--- src/rtl/cpu_multicycle.sv ---
// cpu_multicycle: 16-register multi-cycle CPU with a FETCH/DECODE/EXEC/MEM/HALT
// controller and req/ack instruction and data ports.
// Optional feature: define CPU_ILLEGAL_TRAP_EN so that opcode E raises trap and
// halts the core. Without it, opcode E is a NOP and trap is tied low.
module cpu_multicycle #(
  parameter int DATA_W = 16,
  parameter int ADDR_W = 6
) (
  input  logic              clk_main,
  input  logic              reset,
  output logic              imem_req,
  output logic [ADDR_W-1:0] imem_addr,
  input  logic              imem_ack,
  input  logic [15:0]       imem_rdata,
  output logic              dmem_req,
  output logic              dmem_we,
  output logic [ADDR_W-1:0] dmem_addr,
  output logic [DATA_W-1:0] dmem_wdata,
  input  logic              dmem_ack,
  input  logic [DATA_W-1:0] dmem_rdata,
  output logic              halted,
  output logic              trap,
  output logic [ADDR_W-1:0] dbg_pc,
  output logic [2:0]        dbg_state
);

  typedef enum logic [2:0] {
    S_FETCH  = 3'd0,
    S_DECODE = 3'd1,
    S_EXEC   = 3'd2,
    S_MEM    = 3'd3,
    S_HALT   = 3'd4
  } state_e;

  localparam logic [3:0] OP_ADD  = 4'h1;
  localparam logic [3:0] OP_SUB  = 4'h2;
  localparam logic [3:0] OP_AND  = 4'h3;
  localparam logic [3:0] OP_OR   = 4'h4;
  localparam logic [3:0] OP_XOR  = 4'h5;
  localparam logic [3:0] OP_NOT  = 4'h6;
  localparam logic [3:0] OP_SHL  = 4'h7;
  localparam logic [3:0] OP_SHR  = 4'h8;
  localparam logic [3:0] OP_LDI  = 4'h9;
  localparam logic [3:0] OP_LD   = 4'hA;
  localparam logic [3:0] OP_ST   = 4'hB;
  localparam logic [3:0] OP_BZ   = 4'hC;
  localparam logic [3:0] OP_JMP  = 4'hD;
`ifdef CPU_ILLEGAL_TRAP_EN
  localparam logic [3:0] OP_RSVD = 4'hE;
`endif
  localparam logic [3:0] OP_HALT = 4'hF;

  state_e            state_q, state_d;
  logic [ADDR_W-1:0] pc_q, pc_d;
  logic [15:0]       ir_q, ir_d;
  logic              z_q, z_d;
  logic [DATA_W-1:0] a_q, a_d, b_q, b_d;
  logic              dwe_q, dwe_d;
  logic [ADDR_W-1:0] daddr_q, daddr_d;
  logic [DATA_W-1:0] dwdata_q, dwdata_d;
  logic [DATA_W-1:0] rf_q [16];
  logic              rf_we;
  logic [DATA_W-1:0] rf_wdata;
  logic [DATA_W-1:0] alu_res;
  logic [ADDR_W-1:0] br_off;
`ifdef CPU_ILLEGAL_TRAP_EN
  logic              trap_q, trap_d;
`endif

  // Fixed instruction fields.
  logic [3:0] op, dr, sa, sb;
  logic [7:0] imm8;
  assign op   = ir_q[15:12];
  assign dr   = ir_q[11:8];
  assign sa   = ir_q[7:4];
  assign sb   = ir_q[3:0];
  assign imm8 = ir_q[7:0];

  // Branch offset: imm8 sign-extended (or truncated) to the PC width.
  assign br_off = ADDR_W'($signed(imm8));

  // ALU result for register-writing opcodes, computed from the latched operands
  // so a destination that is also a source sees its pre-instruction value.
  always_comb begin
    case (op)
      OP_ADD:  alu_res = a_q + b_q;
      OP_SUB:  alu_res = a_q - b_q;
      OP_AND:  alu_res = a_q & b_q;
      OP_OR:   alu_res = a_q | b_q;
      OP_XOR:  alu_res = a_q ^ b_q;
      OP_NOT:  alu_res = ~a_q;
      OP_SHL:  alu_res = a_q << 1;
      OP_SHR:  alu_res = a_q >> 1;
      OP_LDI:  alu_res = DATA_W'(imm8);
      default: alu_res = '0;
    endcase
  end

  // Next-state and datapath control for the multi-cycle controller.
  always_comb begin
    // NOTE: every variable gets a default first so no path leaves it unassigned, which would infer a latch.
    state_d  = state_q;
    pc_d     = pc_q;
    ir_d     = ir_q;
    z_d      = z_q;
    a_d      = a_q;
    b_d      = b_q;
    dwe_d    = dwe_q;
    daddr_d  = daddr_q;
    dwdata_d = dwdata_q;
    rf_we    = 1'b0;
    rf_wdata = alu_res;
`ifdef CPU_ILLEGAL_TRAP_EN
    trap_d   = trap_q;
`endif
    case (state_q)
      S_FETCH: begin
        if (imem_ack) begin
          ir_d    = imem_rdata;
          pc_d    = pc_q + ADDR_W'(1);
          state_d = S_DECODE;
        end
      end
      S_DECODE: begin
        a_d     = rf_q[sa];
        b_d     = rf_q[sb];
        state_d = S_EXEC;
      end
      S_EXEC: begin
        state_d = S_FETCH;
        case (op)
          OP_ADD, OP_SUB, OP_AND, OP_OR, OP_XOR, OP_NOT, OP_SHL, OP_SHR: begin
            rf_we = 1'b1;
            z_d   = (alu_res == '0);
          end
          OP_LDI: rf_we = 1'b1;
          OP_LD: begin
            dwe_d   = 1'b0;
            daddr_d = a_q[ADDR_W-1:0];
            state_d = S_MEM;
          end
          OP_ST: begin
            dwe_d    = 1'b1;
            daddr_d  = a_q[ADDR_W-1:0];
            dwdata_d = b_q;
            state_d  = S_MEM;
          end
          OP_BZ:   if (z_q) pc_d = pc_q + br_off;
          OP_JMP:  pc_d = a_q[ADDR_W-1:0];
          OP_HALT: state_d = S_HALT;
`ifdef CPU_ILLEGAL_TRAP_EN
          OP_RSVD: begin
            trap_d  = 1'b1;
            state_d = S_HALT;
          end
`endif
          default: ;
        endcase
      end
      S_MEM: begin
        if (dmem_ack) begin
          if (!dwe_q) begin
            rf_we    = 1'b1;
            rf_wdata = dmem_rdata;
          end
          state_d = S_FETCH;
        end
      end
      S_HALT:  ;
      default: state_d = S_FETCH;
    endcase
  end

  // Architectural and control state, cleared asynchronously by reset.
  always_ff @(posedge clk_main or negedge reset) begin
    if (!reset) begin
      state_q  <= S_FETCH;
      pc_q     <= '0;
      ir_q     <= '0;
      z_q      <= 1'b0;
      a_q      <= '0;
      b_q      <= '0;
      dwe_q    <= 1'b0;
      daddr_q  <= '0;
      dwdata_q <= '0;
      // NOTE: the register file must read as zero after reset, so it is built from resettable flops rather than a RAM macro.
      for (int i = 0; i < 16; i++) rf_q[i] <= '0;
`ifdef CPU_ILLEGAL_TRAP_EN
      trap_q   <= 1'b0;
`endif
    end else begin
      // NOTE: non-blocking assignments so every flop samples pre-edge values.
      state_q  <= state_d;
      pc_q     <= pc_d;
      ir_q     <= ir_d;
      z_q      <= z_d;
      a_q      <= a_d;
      b_q      <= b_d;
      dwe_q    <= dwe_d;
      daddr_q  <= daddr_d;
      dwdata_q <= dwdata_d;
      if (rf_we) rf_q[dr] <= rf_wdata;
`ifdef CPU_ILLEGAL_TRAP_EN
      trap_q   <= trap_d;
`endif
    end
  end

  // Requests are pure state decodes; the fetch request is also gated by reset so it drops immediately.
  assign imem_req   = reset && (state_q == S_FETCH);
  assign imem_addr  = pc_q;
  assign dmem_req   = (state_q == S_MEM);
  assign dmem_we    = dwe_q;
  assign dmem_addr  = daddr_q;
  assign dmem_wdata = dwdata_q;
  assign halted     = (state_q == S_HALT);
  assign dbg_pc     = pc_q;
  assign dbg_state  = state_q;
`ifdef CPU_ILLEGAL_TRAP_EN
  assign trap       = trap_q;
`else
  assign trap       = 1'b0;
`endif

endmodule

--- config.mk ---
export PLATFORM = sky130hd
export DESIGN_NAME = cpu_multicycle
export DESIGN_NICKNAME = d
export VERILOG_FILES = /design/src/rtl/cpu_multicycle.sv
export SDC_FILE = /design/constraint.sdc
export NUM_CORES = 1
export LEC_CHECK = 0
export CORE_MARGIN = 2
export CORE_UTILIZATION = 67
export DETAILED_ROUTE_END_ITERATION = 16
export GPL_TIMING_DRIVEN = 0
export HOLD_SLACK_MARGIN = 0.12
export PLACE_DENSITY_LB_ADDON = 0.05
export SYNTH_ARGS = -nofsm -noshare
export SYNTH_HDL_FRONTEND = slang
export SYNTH_SLANG_ARGS = --single-unit
export TNS_END_PERCENT = 20
--- constraint.sdc ---
create_clock -name clk_main -period 11.1 [get_ports clk_main]
set_input_delay 1.665 -clock clk_main [delete_from_list [all_inputs] [get_ports clk_main]]
set_output_delay 1.665 -clock clk_main [all_outputs]
set_load 0.02 [all_outputs]
; Word level (Yosys, flattened, before mapping)
; Index checks and enable logic that the tools add are counted.
[op_classes]
n_eq_ne = 22
magnitude_cmp = 4
bitwise_logic = 8
n_reduce_logical = 16
muxes = 26
add_sub_neg = 4
[ops]
columns = cell, n
row1 = 256-bit bitwise mux, 1
row2 = 16-bit case mux with 9 select lines, 1
row3 = 16-bit binary-select mux with 4-bit select, 2
row4 = 16-bit two-way mux, 8
row5 = 16-bit demux with 4-bit select, 1
row6 = 4-bit == test (second input constant), 7
row7 = 6-bit case mux with 2 select lines, 2
row8 = 16-bit adder, 1
row9 = 16-bit AND, 1
row10 = 4-bit by 3-bit == test with 1-bit output (second input constant), 4
row11 = 16-bit zero test, 1
row12 = 16-bit inverter, 1
row13 = 16-bit OR, 1
row14 = 16-bit subtractor, 1
row15 = 16-bit bitwise XOR, 1
row16 = 5-bit >= comparator (second input constant), 3
row17 = 4-bit inverter with 5-bit output, 3
row18 = 3-bit case mux with 5 select lines, 1
row19 = 6-bit two-way mux, 2
row20 = 2-bit AND reduction, 5
row21 = 9-bit OR reduction, 1
row22 = 4-bit by 2-bit == test with 1-bit output (second input constant), 2
row23 = 8-bit OR reduction, 1
row24 = 6-bit by 1-bit adder with 6-bit output (second input constant), 1
row25 = other kinds (21), 28
[word_totals]
reg_bits = 337
inputBits = 36

; Logic depth before layout (Yosys ltp)
; Gate-level depths: netlist of run 1.
[logic_depth]
ltp_word = 6
depth_mapped = 19

; Worst setup path after synthesis of run 1
; No wires, ideal clock.
[synth_path]
path_type = flip-flop to flip-flop
from = register ir_q[12]
to = register rf_q[108] in the netlist's numbering
synth_period_minus_slack_ns = 3.683
slack_ns = 7.417
t_arrival_ns = 3.553
path_stages_with_launch = 19
path_cell_list = dfrtp_1 > buf_2 > buf_6 > buf_2 > nor2_1 > and2_1 > clkbuf_1 > a31oi_1 > xnor2_1 > ha_1 > a21oi_1 > o211ai_1 > o31ai_1 > o21ai_1 > xor2_1 > a211o_1 > mux2i_2 > clkbuf_2 > o21ai_0
[synth_between]
elab_chain_len = 6
elab_cells_between_ends = 17
cone_classes = eq/ne: 9 / mux: 7 / reduce/logical: 1
[synth_lines]
columns = item, line
row1 = "start, declared", 55  ; logic [15:0] ir_q, ir_d;
row2 = "start signal, assigned", 195  ; ir_q <= ir_d;
row3 = 4-bit == test (tied with other cells), "85, 131"
row4 = 16-bit case mux with 9 select lines, 85  ; case (op)
row5 = 16-bit two-way mux, 162  ; if (!dwe_q) begin
row6 = 16-bit two-way mux, 161  ; if (dmem_ack) begin
row7 = 16-bit two-way mux, 116  ; case (state_q)
row8 = 256-bit bitwise mux, 202  ; if (rf_we) rf_q[dr] <= rf_wdata;
row9 = "end signal, assigned by index", 202
row10 = "end, declared", 61  ; logic [DATA_W-1:0] rf_q [16];
; Parallel ways exist; a longest one is shown, timed or not.
; A chain may end at the register's enable or synchronous reset.

; Final worst setup path of run 1
[layout_path]
from = register ir_q[15]
to = register rf_q[120] in the netlist's numbering
; The elaborated chain is that of the path after synthesis.

==> results of run 1 <==
[power by group through the flow]
stage               Combinational [mW]  Sequential [mW]  Clock (mW)
floorplan                         2.79             1.91           0
global placement                  3.86             1.97           0
detailed placement                3.97             2.01           0
CTS                               4.03             2.01        1.24
global route                      4.44             2.07        1.29
finish                            4.14             2.03        1.24
[flip-flops by register name (all words and copies together), names as in the netlist]
signal      flops
dmem_wdata     16
dbg_state       3
dmem_addr       6
a_q            16
b_q            16
dbg_pc          6
ir_q           16
dmem_we         1
rf_q          256
z_q             1
[stage by stage]
| step | cell area, um^2 | instances | util [%] |
|---|---|---|---|
| after floorplan | 19110 | 1789 | - |
| after global placement | 20350 | 2243 | 72.84 |
| after detailed placement | 20440 | 2246 | 73.16 |
| after CTS | 21640 | 2309 | 77.48 |
| after global routing | 21640 | 2309 | 77.48 |
| final | 21650 | 2310 | 77.49 |
[layout by cell type (no fill, tap or decap), types with 5 or more instances in the layout]
cell,count
a211oi_1,6
a21o_1,9
a21oi_1,35
a22o_1,6
a22oi_1,8
a31oi_1,5
and2_1,6
and3_1,5
buf_1,12
buf_2,23
buf_4,9
clkbuf_1,108
clkbuf_16,37
clkbuf_8,5
clkdlybuf4s50_1,75
dfrtp_1,337
ha_1,54
inv_1,49
mux2_2,21
mux2i_1,12
mux4_2,161
nand2_1,357
nand2b_1,9
nand3_1,19
nor2_1,44
nor2b_1,12
nor3_1,9
o211ai_1,10
o21a_1,5
o21ai_0,330
o21ai_2,11
o22a_1,5
o22ai_1,8
or3_1,6
xnor2_1,23
xor2_1,6
[final cells by class]
type                       count  area [um^2]  area share (%)
buffer                       146        626.9           2.896
sequential                   337         8433           38.96
multi-input combinational   1257         9871           45.60
tap                          378        473.0           2.185
inverter                      49        183.9          0.8497
clock buffer                  51         1028           4.751
clock inverter                12        178.9          0.8266
antenna                        1        2.502         0.01156
timing repair buffer          79        848.3           3.919
[worst paths after layout]
kind	start	end	cells after the start
max	ir_q[15]	rf_q[120]	15
min	dmem_wdata[10]	dmem_wdata[10]	2
max reg2reg	ir_q[15]	rf_q[120]	15
min reg2reg	dmem_wdata[10]	dmem_wdata[10]	2
max in group asynchronous	reset	rf_q[55]	4
min in group asynchronous	reset	dmem_addr[0]	1
[routing by layer]
metal | up-vias | share of wire (%)
li1 | 6729 | -
met1 | 7927 | 35
met2 | 1101 | 48
met3 | 325 | 9.7
met4 | 0 | 7.9
met5 | - | 0
[cell families after synthesis]
group	synth area share [%]
other cells	0.01962
compound gates	14.58
simple gates	10.98
xor+xnor	1.329
fa+ha+maj	3.744
mux	20.98
buf+inv	4.242
flops	44.12
[worst max-delay path, cell delays in order (launching register included)]
cell	delay [ns]
dfrtp_1	0.44
buf_2	0.21
nor2b_1	0.40
and2_1	0.19
clkbuf_1	0.40
a31oi_1	0.11
xnor2_1	0.25
ha_1	0.34
a21oi_1	0.29
o21bai_1	0.13
o21ai_0	0.31
a2111oi_0	0.16
or3_1	0.50
mux2i_1	0.61
clkbuf_1	0.41
o21ai_0	0.17
==> results.md, run 1 <==
- Antenna violations before repair: 2
- Vias: 16080
- Max IR drop VDD: between 0.15 and 0.2 mV
- Final Slew Violations: 0
- Final Hold Vio Count: 0
- Count leader, synth: nand2_1
- Setup crit end kind: register
- Critical Setup Path Class: reg2reg
- Initial Util: between 60% and 70%
- Most used routing layer: met2
- Met2 Usage GRT: roughly two thirds
- Most area-hungry cell type in the Yosys netlist: dfrtp_1
- Seq pwr share: about 27%
- Vias per cell: between 6 and 7
- CTS Hold Buffers Added: 0
- Top cell type's share of synthesized area: roughly 44%
- Worst skew pair latency: 0.54 ns
- Starting DRT DRC Count: slightly above 2000
- Distinct cells, synth: 75
- Clk buf depth: 3
- Mapped Cells: between 1500 and 2000
- Tcrit/Tclk final: 45.54%
- Placer congestion estimate: around 0.99
- Main flop type after synthesis: dfrtp_1
- HPWL Detailed: between 40000 and 50000 um
- Overflow after GRT: 0
- Worst setup SP type: register
- Resize count post-CTS: 0
- Comb pwr share: 55.8%
- Synth top cells by count: nand2_1, dfrtp_1, o21ai_0, mux4_2, clkbuf_1
- GRT Total Usage: between 40% and 50%
- Vias in the first global route: about 16000
- Crit path max fanout: 10
- Routed WL per cell: roughly 27 um
- Input/output buffers: 76
- Largest net degree at the start of global routing: approximately 120
- CTS H-tree lvls: 2
- # fillers: 1811
- DP Worst Slack: 6.321 ns
- CTS sink count: ~340
- Fin crit period: 5.054 ns
- Crit path DAT: 5.46 ns
- Post-synth EDFFs: 0
- Num CTS Buffers: 36
- Core box area: approximately 28000 um^2
- Clock transition at path regs: about 0.06 ns
- Cell Int Power: 3.957 mW
- Unrepaired setup endpoints after global routing: false
- Fmax: ~200 MHz
- Synth async-reset ratio: 100.0%
- Sequential area share after synthesis: between 40% and 50%
- Setup bufs post-CTS: 0
- ANT nets after route: 0
- Net Switching: 3.451 mW
- Setup TNS: 0 ns
- Syn nets: between 1500 and 2000
- Final Worst Setup Slack: approximately 6 ns
- Tightest Hold Check Type: reg2reg
- Sw Share: between 40 and 50%
- Mean Syn Cell Area: ~11 um^2
- Flops & latches, synth: approximately 340
- Synth area leaders: dfrtp_1, mux4_2, o21ai_0
- Area growth syn-to-layout: 13.24%
- Chip Width: between 150 and 200 um
- Worst Tran Pin Value: between 1 and 1.5 ns
- Die area: 29900 um^2
- M3 GR Usage: 8.575%
- Clock power frac: between 10% and 20%
- Root Driver: clkbuf_16
- Worst rel slew slack: 27.38%
- First-pass GRT wire length: 95860 um
- DRC: 0
- # IOs: about 80
- Share of cells above drive strength 1: between 10% and 20%
- Clock skew: approximately 0.026 ns
- Final WL: around 61000 um
- Die H: roughly 170 um
- Max Cap Violations: 0
- Outcome: finished clean
- Required time worst endpoint: ~12 ns
- Reg2reg setup slack: between 6 and 7 ns
- Row cnt: 61
- M1 GR Usage: between 50 and 60%
- Yosys warnings: 0
- Hold_ws: 0.4767 ns
- Count of final setup violators: 0
- CTS tree: built
- P_leak: ~9.2 nW
- PwrDens: ~340 nW/um^2
- DR pass1 iterations: 8
- Pwr Total: around 7.4 mW
- Cell area after synthesis: between 15000 and 20000 um^2
- Final net count: about 2000
Power figures use the tool's default switching activity.
==> inputs of run 2 (changes only) <==
- CORE_UTILIZATION: 67 -> 56
- clock period: 11.1 -> 4.09 ns (I/O delays scaled with it)
==> run 2 against run 1 <==
Sequential power rose to 2.7 times the previous value. Worst setup slack got worse by 6.0 ns. Critical path depth fell by 2. Final cell count rose by 3.2%. Via count fell by 5.8%. Cell area rose by 1.8%. Critical endpoint is now rf_q[206]. Largest cell class unchanged. Largest power group unchanged.
==> results.md, run 2 (synthesis results as in run 1) <==
- CTS sink count: 337 (unchanged)
- P_leak: 9.249 nW (was 9.162 nW)
- Share of cells above drive strength 1: 17.50% (was 15.48%)
- Reg2reg setup slack: 0.03 ns (was 6.05 ns)
- Chip Width: 188.8 um (was 172.9 um)
- Final Slew Violations: 0 (unchanged)
- Vias in the first global route: 15360 (was 16260)
- Largest Register: rf_q (unchanged)
- CTS tree: built (unchanged)
- Die H: 188.8 um (was 172.9 um)
- Vias: 15160 (was 16080)
- CP Launch Point: b_q[4] (was ir_q[15])
- Row cnt: 67 (was 61)
- Clock skew: 0.02297 ns (was 0.02556 ns)
- R2R cell count: 13 (was 15)
- Routed WL per cell: 25.53 um (was 26.59 um)
- Die area: 35630 um^2 (was 29900 um^2)
- Overflow after GRT: 0 (unchanged)
- Unrepaired setup endpoints after global routing: true (was false)
- Final WL: 60880 um (was 61420 um)
- Root Driver: clkbuf_16 (unchanged)
- Tightest Hold Check Type: reg2reg (unchanged)
- GRT Total Usage: 35.33% (was 42.38%)
- Hold EP: dmem_wdata[13] (was dmem_wdata[10])
- ANT nets after route: 0 (unchanged)
- Max reg flops: 256 (unchanged)
- Slowest cell on crit path: dfrtp_1 (was mux2i_1)
- Worst skew pair latency: 0.57 ns (was 0.54 ns)
- DR pass1 iterations: 5 (was 8)
- Crit path max fanout: 10 (unchanged)
- Final Worst Setup Slack: 0.03227 ns (was 6.046 ns)
- Worst setup SP type: register (unchanged)
- Clock transition at path regs: 0.07 ns (was 0.06 ns)
- Uppermost routed layer: met4 (unchanged)
- Setup TNS: 0 ns (unchanged)
- Area growth syn-to-layout: 15.30% (was 13.24%)
- CTS H-tree lvls: 2 (unchanged)
- Worst Tran Pin Value: 1.096 ns (was 1.078 ns)
- Outcome: finished clean (unchanged)
- Num CTS Buffers: 37 (was 36)
- Vias per cell: 6.355 (was 6.962)
- Placer congestion estimate: 0.9754 (was 0.9887)
- Crit-path max cell delay: 0.47 ns (was 0.61 ns)
- DP Worst Slack: -1.148 ns (was 6.321 ns)
- Critical Setup Path Class: reg2reg (unchanged)
- Clk buf depth: 3 (unchanged)
- Max Cap Violations: 0 (unchanged)
- Met3 wire length: 4007 um (was 5988 um)
- CP Cell Sequence: nor4_4, nand2_2, o21ai_0, xnor2_1, ha_1, clkbuf_1, nand3_1, or3_1, o211ai_1, nand3_1, mux2i_4, clkbuf_1, o21ai_0 (was buf_2, nor2b_1, and2_1, clkbuf_1, a31oi_1, xnor2_1, ha_1, a21oi_1, o21bai_1, o21ai_0, a2111oi_0, or3_1, mux2i_1, clkbuf_1, o21ai_0)
- Most common library cell in the layout ignoring fill and taps: nand2_1 (unchanged)
- Core box area: 33530 um^2 (was 27930 um^2)
- Count of final setup violators: 0 (unchanged)
- Worst rel slew slack: 26.96% (was 27.38%)
- Starting DRT DRC Count: 1539 (was 2045)
- Input/output buffers: 76 (unchanged)
- M1 WL: 24170 um (was 21280 um)
- Final net count: 2002 (was 1998)
- Max IR drop VDD: 0.4913 mV (was 0.1859 mV)
- R2r endpoint: rf_q[206] (was rf_q[120])
- Pwr Total: 20.60 mW (was 7.408 mW)
- Met2 Routed Length: 30640 um (was 29310 um)
- Crit path DAT: 4.47 ns (was 5.46 ns)
- Worst reg2reg startpoint: b_q[4] (was ir_q[15])
- Setup crit end kind: register (unchanged)
- Antenna Cells: 0 (was 1)
- DRC: 0 (unchanged)
- HPWL Detailed: 47660 um (was 45960 um)
- Antenna violations before repair: 0 (was 2)
- Most frequent cells in the layout: nand2_1, dfrtp_1, o21ai_0 (unchanged)
- Design Area, Final: 22040 um^2 (was 21650 um^2)
- Fin crit period: 4.058 ns (was 5.054 ns)
- # IOs: 78 (unchanged)
- Fmax: 246.4 MHz (was 197.8 MHz)
- HP Start: dmem_wdata[13] (was dmem_wdata[10])
- Final Hold Vio Count: 0 (unchanged)
- Hold Path Depth: 2 (unchanged)
- Tcrit/Tclk final: 99.21% (was 45.54%)
- Largest net degree at the start of global routing: 123 (was 124)
- Placed Area: 20520 um^2 (was 20440 um^2)
- Initial Util: 57.00% (was 68.43%)
- PwrDens: 934.5 nW/um^2 (was 342.3 nW/um^2)
- Required time worst endpoint: 4.50 ns (was 11.50 ns)
- First-pass GRT wire length: 93690 um (was 95860 um)
-- run 2: cell types whose count changed in the layout (fill, tap and decap cells not counted), sizes merged --
cell / before / now
buf: 50 / 56
clkbuf: 151 / 150
clkinv: 6 / 5
dlygate4sd3: 0 / 1
diode: 1 / 0
inv: 49 / 51
bufinv: 3 / 2
-- run 2: area by class of cell --
type                            instances  area [um^2]
Fill cell                            2680        11490
Multi-Input combinational cell       1257        10060
Sequential cell                       337         8433
Clock buffer                           54         1121
Timing Repair Buffer                   86        903.4
Buffer                                142        625.6
Tap cell                              448        560.5
Inverter                               49        183.9
Clock inverter                         12        147.6
-- run 2: timing repair --
item                                   CTS  global route
setup endpoints to repair              203           138
hold buffers                             1             0
gates resized for setup                 27            31
endpoints found under the hold margin   35             0
pin swaps                                1             6
buffers inserted                         3             3
-- run 2: report_power, final --
| part | total [mW] | switching, mW | internal (mW) |
|---|---|---|---|
| Sequential | 5.46 | 1.06 | 4.40 |
| Clock | 3.49 | 1.44 | 2.04 |
| Combinational | 11.7 | 6.94 | 4.71 |
| Total | 20.6 | 9.44 | 11.2 |
-- run 2: through the flow --
step                utilization, %  cells  hold WS [ns]
floorplan                        -   1789        0.3179
global placement             60.94   2313        0.4621
detailed placement           61.21   2316        0.4691
CTS                          65.40   2382        0.4807
global route                 65.73   2385        0.5010
finish                       65.73   2385        0.4732
-- run 2: worst max-delay path by stage --
| stage | endpoint | slack [ns] | cells after the start |
|---|---|---|---|
| floorplan | rf_q[76] | 0.41 | 18 |
| global placement | rf_q[136] | -11.87 | 1 |
| detailed placement | rf_q[216] | -1.15 | 15 |
| CTS | rf_q[170] | 0.05 | 15 |
| global route | rf_q[190] | -0.09 | 14 |
| finish | rf_q[206] | 0.03 | 13 |
-- run 2: worst max-delay path: cells and delay by family, from the launching register on --
kind	cells	cell delay, ns
flip-flops	1	0.47
AO/OA/AOI/OAI	3	0.66
buffers and inverters	2	0.62
adder cells (fa/ha/maj)	1	0.28
multiplexers	1	0.38
AND/OR/NAND/NOR	5	1.37
XOR/XNOR	1	0.12
-- run 2: per-layer routing --
metal / up-vias / track usage (%)
met2: 664 / 60.86
met3: 129 / 4.712
met4: 0 / 12.95
li1: 6725 / -
met1: 7638 / 46.16
met5: - / 0
